--- src/rtl/rcc_eth_clk_mode_seq.sv ---
// ETH MII/RMII kernel-clock mode-change sequencer: gates the tx/rx kernel clocks,
// swaps the speed/interface selects while gated, waits for the switch to settle, then releases.
module rcc_eth_clk_mode_seq #(
    parameter int GATE_CYCLES   = 4,
    parameter int SETTLE_CYCLES = 64,
    parameter int CNT_W         = 8
) (
    input  logic clk,
    input  logic rst,
    input  logic req,
    input  logic req_fes,
    input  logic req_epis_2,
    output logic eth_rcc_fes,
    output logic eth_rcc_epis_2,
    output logic eth_clk_force_off,
    output logic busy,
    output logic done,
    output logic pend
);

    // state   | meaning
    // IDLE    | clocks running, waiting for a request (or a request queued at RELEASE exit)
    // GATE    | force_off held while in-flight kernel clock edges drain
    // SWITCH  | load the latched target into the select outputs
    // SETTLE  | glitch-free switch settles, force_off still held
    // RELEASE | release gates and pulse done, or chain into a queued differing request

    typedef enum logic [2:0] {IDLE, GATE, SWITCH, SETTLE, RELEASE} state_t;

    localparam logic [CNT_W-1:0] GATE_LOAD   = CNT_W'(GATE_CYCLES - 1);
    localparam logic [CNT_W-1:0] SETTLE_LOAD = CNT_W'(SETTLE_CYCLES - 1);

    state_t           state;
    logic [CNT_W-1:0] cnt;
    logic             tgt_fes;
    logic             tgt_epis_2;
    logic             pend_fes;
    logic             pend_epis_2;
    logic             eff_fes;
    logic             eff_epis_2;

    // In IDLE a fresh request overrides anything left in the pending slot.
    always_comb begin
        eff_fes    = pend_fes;
        eff_epis_2 = pend_epis_2;
        if (req) begin
            eff_fes    = req_fes;
            eff_epis_2 = req_epis_2;
        end
    end

    always_ff @(posedge clk) begin
        if (rst) begin
            state             <= IDLE;
            cnt               <= '0;
            tgt_fes           <= 1'b0;
            tgt_epis_2        <= 1'b0;
            pend_fes          <= 1'b0;
            pend_epis_2       <= 1'b0;
            pend              <= 1'b0;
            eth_rcc_fes       <= 1'b0;
            eth_rcc_epis_2    <= 1'b0;
            eth_clk_force_off <= 1'b0;
            busy              <= 1'b0;
            done              <= 1'b0;
        end else begin
            done <= 1'b0;
            case (state)
                IDLE: begin
                    if (req || pend) begin
                        pend <= 1'b0;
                        if ({eff_fes, eff_epis_2} == {eth_rcc_fes, eth_rcc_epis_2}) begin
                            done <= 1'b1;
                        end else begin
                            tgt_fes           <= eff_fes;
                            tgt_epis_2        <= eff_epis_2;
                            cnt               <= GATE_LOAD;
                            eth_clk_force_off <= 1'b1;
                            busy              <= 1'b1;
                            state             <= GATE;
                        end
                    end
                end
                GATE: begin
                    if (cnt == '0) state <= SWITCH;
                    else           cnt   <= cnt - 1'b1;
                end
                SWITCH: begin
                    eth_rcc_fes    <= tgt_fes;
                    eth_rcc_epis_2 <= tgt_epis_2;
                    cnt            <= SETTLE_LOAD;
                    state          <= SETTLE;
                end
                SETTLE: begin
                    if (cnt == '0) state <= RELEASE;
                    else           cnt   <= cnt - 1'b1;
                end
                RELEASE: begin
                    pend <= 1'b0;
                    if (pend && ({pend_fes, pend_epis_2} != {eth_rcc_fes, eth_rcc_epis_2})) begin
                        tgt_fes    <= pend_fes;
                        tgt_epis_2 <= pend_epis_2;
                        cnt        <= GATE_LOAD;
                        state      <= GATE;
                    end else begin
                        eth_clk_force_off <= 1'b0;
                        busy              <= 1'b0;
                        done              <= 1'b1;
                        state             <= IDLE;
                    end
                end
                default: state <= IDLE;
            endcase

            // Capture while busy (including the RELEASE cycle); latest request wins.
            if (req && state != IDLE) begin
                pend        <= 1'b1;
                pend_fes    <= req_fes;
                pend_epis_2 <= req_epis_2;
            end
        end
    end

endmodule

--- config.mk ---
export PLATFORM = sky130hd
export DESIGN_NAME = rcc_eth_clk_mode_seq
export DESIGN_NICKNAME = d
export VERILOG_FILES = /design/src/rtl/rcc_eth_clk_mode_seq.sv
export SDC_FILE = /design/constraint.sdc
export NUM_CORES = 1
export LEC_CHECK = 0
export BUFFER_PORTS_ARGS = -buffer_cell sky130_fd_sc_hd__buf_2
export CAP_MARGIN = 10
export CORE_ASPECT_RATIO = 0.6
export CORE_MARGIN = 8
export CORE_UTILIZATION = 47
export CTS_CLUSTER_SIZE = 10
export DETAILED_ROUTE_END_ITERATION = 10
export GPL_TIMING_DRIVEN = 0
export PLACE_DENSITY_LB_ADDON = 0.12
export SLEW_MARGIN = 20
export SYNTH_ARGS = -nofsm -noshare
export SYNTH_HDL_FRONTEND = slang
export SYNTH_SLANG_ARGS = --single-unit
--- constraint.sdc ---
create_clock -name clk -period 2.4 [get_ports clk]
set_input_delay 0 -clock clk [delete_from_list [all_inputs] [get_ports clk]]
set_output_delay 0 -clock clk [all_outputs]
set_load 0.1 [all_outputs]
==> results.py, run 1 <==
metrics = {
    "floorplanning": {
        "initial_core_util_pct": 50.9,
        "die_y_um": 53.9,
        "die-area_um2": 4270,
        "core_area_um2": 2210,
        "io_pins": 11,
        "die_w_um": 79.2,
        "rows": 13,
    },
    "yosys": {
        "ys_seq_area_share_pct": 35.6,
        "syn_inst": 129,
        "yosysTopAreaCell": "dfxtp_1",
        "yosys.area_share.simple_pct": 20.6,
        "synth-compound-area-share_pct": 25.1,
        "synth_top_area_share_pct": 35.6,
        "syn_nets": 136,
        "synthAdderAreaFrac_pct": 2.22,
        "synth_edf_count": 0,
        "ys_ff_latch": 20,
        "synth-xor-area-share_pct": 4.67,
        "synthMuxAreaShare_pct": 6.22,
        "synth_area_um2": 1130,
        "synth_top_flop_cell": "dfxtp_1",
        "synth_async_sr_flop_share_pct": 0,
        "synth.area.top_cells": "dfxtp_1 36%, mux2i_1 6.2%, nor2_1 5.0%",
        "synth_top_family_by_area": "compound AO/OA/AOI/OAI gates",
        "synth-warning-count": 0,
        "syn_area_per_cell_um2": 8.73,
        "ys_types": 44,
    },
    "timing": {
        "hold_viol_final": 0,
        "finalCriticalPeriod_ns": 1.92,
        "slew_violations": 0,
        "tightest_slew_ns": 0.543,
        "rsz0062_at_grt": "no",
        "relSlewSlack_pct": 63.5,
        "max_clock_freq_ghz": 0.522,
        "setup_slack_ns": 0.484,
        "finalSetupTns_ns": 0,
        "setup_viol": 0,
        "finalClockSkew_ns": 0.00364,
        "min_period_over_period_pct": 79.8,
    },
    "worst_setup_path": {
        "crit_buf_inv": 2,
        "worstPathArrival_ns": 2.07,
        "worstPathRequired_ns": 2.55,
        "critPathMaxStageDelay_ns": 0.38,
        "cp-end-kind": "flip-flop",
        "crit_type": "flip-flop to flip-flop",
        "worstPathMaxFanout": 5,
        "path_delay_family": "compound AO/OA/AOI/OAI gates",
        "rr_startpoint": "cnt[0]",
        "crit_start": "cnt[0]",
        "cp_cell_sequence": "inv_1 > ha_1 > nand2_1 > and4b_1 > buf_6 > o22ai_4 > o32ai_2 > a221o_1",
        "worstSetupStartpointType": "flip-flop",
        "crit_slowest_cell": "dfxtp_1",
    },
    "finish": {
        "fin_nets": 150,
        "layout_commonest_cell": "dfxtp_1",
        "final-instance-count-excl-fill": 172,
        "syn2layout_area_growth_pct": 13.7,
        "post-route-util_pct": 57.9,
        "diodes": 0,
        "multi_input_area_um2": 662,
        "final_cell_mix": "20 x dfxtp_1, 15 x nor2_1, 12 x buf_2, 12 x nand2_1, 7 x mux2i_1",
        "seq_area_um2": 400,
        "fill_cells": 203,
        "drive_gt1_share_pct": 17.6,
    },
    "global_route": {
        "grt_use_total_pct": 12.1,
        "overflow": 0,
        "grt_max_degree": 13,
        "grt_antenna_before_repair": 0,
        "first_global_vias": 815,
        "grt_pass1_wl_um": 4030,
    },
    "power": {
        "peakVddDrop_mv": 0.650,
        "p_leak_uw": 0.000565,
        "powerDensity_nw_per_um2": 1250,
        "total_power_uw": 1600,
    },
    "placement": {
        "placed_cells": 168,
        "numPortBuffers": 9,
        "gp_congestion": 0.797,
        "post-place-ws_ns": 0.486,
        "dp_hpwl_um": 1910,
    },
    "clocking": {
        "clock_path_buffers": 2,
        "cts_buffers": 3,
        "clk_pin_slew_worst_paths_ns": 0.08,
        "cts_max_level": 1,
        "cts_setup_buffers": 0,
        "cts_tree": "yes",
        "cts.sinks": 20,
        "clock_latency_ns": 0.26,
        "cts-root-buf": "clkbuf_8",
        "cts_resized": 0,
        "postCtsHoldBufs": 0,
    },
    "route": {
        "routed_wl_um": 2390,
        "wire_per_inst_um": 13.9,
        "drtIter0Drc": 104,
        "ant_nets": 0,
        "vias_per_cell": 5.67,
        "first_pass_iters": 4,
        "num_vias": 975,
        "route.detailed.drc": 0,
    },
    "worst_hold_path": {
        "hp-class": "input pin to flip-flop",
        "min_from": "req_fes",
    },
    "job": {
        "drv_cap": 0,
    },
    "status": {
        "status": "finished, final reports clean",
    },
}
[per-layer routing]
layer / wire length, um / up-vias / track usage [%]
met5: 0 / - / 0
met1: 1240 / 432 / 18.0
met4: 11 / 0 / 2.74
met3: 238 / 2 / 3.82
met2: 903 / 45 / 16.0
li1: - / 496 / -
[stage by stage]
step           cell area, um^2  hold slack (ns)
2_1_floorplan             1130            0.144
3_3_place_gp              1210            0.277
3_5_place_dp              1210            0.290
4_1_cts                   1280           0.0144
5_1_grt                   1280           0.0347
6_report                  1280           0.0193
[kinds of logic (layout without fill, tap and decap cells)]
family / after synthesis / count (layout)
flops: 20 / 20
mux: 7 / 7
xor+xnor: 6 / 6
buf+inv: 13 / 26
compound gates: 34 / 34
fa+ha+maj: 2 / 2
simple gates: 47 / 47
[registers in the layout (all words and copies together), names as in the netlist]
name            flops
busy                1
cnt                 8
done                1
eth_rcc_epis_2      1
eth_rcc_fes         1
pend                1
pend_epis_2         1
pend_fes            1
state               3
tgt_epis_2          1
tgt_fes             1
[report_power, final]
group / total [uW] / switching, uW / internal [uW]
sequential: 511 / 89.4 / 421
clock: 336 / 113 / 223
combinational: 750 / 472 / 278
total: 1600 / 675 / 922
[synthesized netlist by cell type, types with 2 or more instances]
master / n
or3_1: 2
nand2b_1: 5
a21oi_1: 5
nor2_1: 15
buf_2: 3
clkbuf_1: 2
nand2_1: 12
o21ai_1: 4
inv_1: 6
mux2i_1: 7
ha_1: 2
a211oi_1: 2
a31oi_1: 2
a21o_1: 2
o21ai_0: 2
dfxtp_1: 20
nor4_1: 2
nor3_1: 4
xor2_1: 5
a311oi_1: 3
[layout make-up]
cell class / count / share of cell area, %
Sequential cell: 20 / 31.3
Tap cell: 30 / 2.93
Clock buffer: 3 / 3.23
Timing Repair Buffer: 9 / 3.52
Multi-Input combinational cell: 96 / 51.7
Buffer: 7 / 3.23
Inverter: 6 / 1.76
Clock inverter: 1 / 2.35
[worst paths after layout]
path               endpoint  slack [ns]  cells past startpoint
max                  cnt[7]        0.48                      8
min                pend_fes        0.02                      3
min reg2reg  eth_rcc_epis_2        0.50                      2
max reg2reg          cnt[7]        0.48                      8
[tightest hold or removal path, stage by stage]
cell and delay, ns:
buf_2 0.10, mux2i_1 0.07, nor2_1 0.07
No activity file was read; power rests on OpenSTA's default activity.
==> run 2: changes to the inputs <==
==> constraint.sdc (replaced) <==
create_clock -name clk -period 1.8 [get_ports clk]
set_input_delay 0 -clock clk [delete_from_list [all_inputs] [get_ports clk]]
set_output_delay 0 -clock clk [all_outputs]
set_load 0.1 [all_outputs]
==> run 2 against run 1 <==
Effect of this change: sequential cell count did not move; sequential power rose by 36%; design area up 2.7%; utilization grew 1.6 points; power is 32% higher; critical path depth is the same; highest routed layer unchanged; clock power shrank 9.5%; clock skew fell by 0.0011 ns; non-clock buffer count increased by 3; final cell count grew 1.7%.
==> results.py, run 2 (same netlist as run 1, synthesis figures left out) <==
metrics = {
    "status": {
        "status": "finished, final reports clean",
    },
    "finish": {
        "final_cell_mix": "15 x nor2_1, 15 x dfxtp_1, 12 x buf_2",
        "fin_nets": 153,
        "fill_cells": 204,
        "largest_reg_flops": 8,
        "final-instance-count-excl-fill": 175,
        "syn2layout_area_growth_pct": 16.8,
        "largestRegisters": "cnt x8, state x3",
        "seq_area_um2": 412,
        "top_register": "cnt",
        "multi_input_area_um2": 693,
        "drive_gt1_share_pct": 26.2,
        "diodes": 0,
        "post-route-util_pct": 59.4,
    },
    "global_route": {
        "first_global_vias": 937,
        "grt_max_degree": 12,
        "grt_use_total_pct": 13.5,
        "grt_antenna_before_repair": 0,
        "overflow": 0,
        "grt_pass1_wl_um": 4440,
    },
    "floorplanning": {
        "io_pins": 11,
        "core_area_um2": 2210,
        "die_w_um": 79.2,
        "initial_core_util_pct": 50.9,
        "die-area_um2": 4270,
        "rows": 13,
        "die_y_um": 53.9,
    },
    "worst_setup_path": {
        "cp-end-kind": "flip-flop",
        "worstPathMaxFanout": 5,
        "crit_type": "flip-flop to flip-flop",
        "worstPathArrival_ns": 1.89,
        "worstPathRequired_ns": 1.96,
        "worstSetupStartpointType": "flip-flop",
    },
    "clocking": {
        "cts_buffers": 3,
        "clock_path_buffers": 2,
        "cts_max_level": 1,
        "cts_tree": "yes",
        "clk_pin_slew_worst_paths_ns": 0.07,
        "clock_latency_ns": 0.26,
        "cts.sinks": 20,
        "cts-root-buf": "clkbuf_8",
    },
    "placement": {
        "gp_congestion": 0.815,
        "placed_cells": 168,
        "dp_hpwl_um": 1970,
        "numPortBuffers": 9,
    },
    "route": {
        "route.detailed.drc": 0,
        "ant_nets": 0,
        "vias_per_cell": 5.71,
        "num_vias": 1000,
        "first_pass_iters": 4,
        "drtIter0Drc": 132,
        "routed_wl_um": 2660,
        "wire_per_inst_um": 15.2,
    },
    "job": {
        "drv_cap": 0,
    },
    "worst_hold_path": {
        "hp-class": "input pin to flip-flop",
    },
    "timing": {
        "relSlewSlack_pct": 64.6,
        "finalClockSkew_ns": 0.00250,
        "slew_violations": 0,
        "tightest_slew_ns": 0.527,
        "rsz0062_at_grt": "no",
        "max_clock_freq_ghz": 0.577,
        "setup_viol": 0,
        "min_period_over_period_pct": 96.3,
        "hold_viol_final": 0,
        "finalCriticalPeriod_ns": 1.73,
    },
    "power": {
        "p_leak_uw": 0.000569,
        "powerDensity_nw_per_um2": 1600,
        "peakVddDrop_mv": 0.704,
    },
}
-- run 2: cell types whose count changed in the layout (fill, tap and decap cells not counted), sizes merged --
cell	delta
clkinv	+1
bufinv	-1
buf	+3
-- run 2: path summary, 6_finish.rpt --
| kind | start | end | slack [ns] | cells past startpoint |
|---|---|---|---|---|
| setup / recovery | cnt[0] | cnt[5] | 0.07 | 8 |
| hold / removal | req_fes | pend_fes | 0.02 | 3 |
| setup reg to reg | cnt[0] | cnt[5] | 0.07 | 8 |
| hold reg to reg | cnt[1] | cnt[1] | 0.48 | 2 |
-- run 2: cell type report --
cell class              instances  area share, %
clock inverters                 1          0.285
repair buffers                 13           5.71
well taps                      30           2.85
plain buffers                   6           2.28
flip-flops and latches         20           31.3
clock buffers                   3           3.14
inverters                       6           1.71
multi-input cells              96           52.7
-- run 2: power breakdown --
group          internal [uW]  switching (uW)  leakage (uW)
Clock                    152             152     0.0000231
Combinational            426             683      0.000380
Sequential               566             130      0.000166
Total                   1140             965      0.000569
-- run 2: timing repair --
action | 4_1_cts | 5_1_grt
endpoints found under the setup margin | 4 | 7
hold buffers | 0 | 0
resized for setup | 3 | 7
buffers inserted | 4 | 0
pin swaps | 3 | 3
gates cloned | 0 | 0
-- run 2: through the flow --
stage	area [um^2]	total power, uW	hold WS (ns)	worst slack (ns)	TNS [ns]
2_1_floorplan	1130	1490	0.144	0.0288	0
3_3_place_gp	1220	1660	0.277	-0.0827	-0.0827
3_5_place_dp	1220	1700	0.280	-0.111	-0.113
4_1_cts	1310	2070	0.0171	0.0104	0
5_1_grt	1320	2240	0.0251	0.00572	0
6_report	1320	2110	0.0177	0.0663	0
-- run 2: per-layer routing --
layer  up-vias  wire length (um)  GRT usage [%]
met2        28              1060           19.3
met1       467              1350           17.7
li1        500                 -              -
met5         -                 0              0
met3         5               210           4.98
met4         0                42           6.71
-- run 2: worst max-delay path, cell delays in order (launching register included) --
cell     delay, ns
dfxtp_2       0.34
inv_2         0.04
ha_2          0.18
nand2_1       0.08
and4b_2       0.28
o22ai_4       0.22
o32ai_4       0.15
buf_4         0.16
a21o_1        0.17
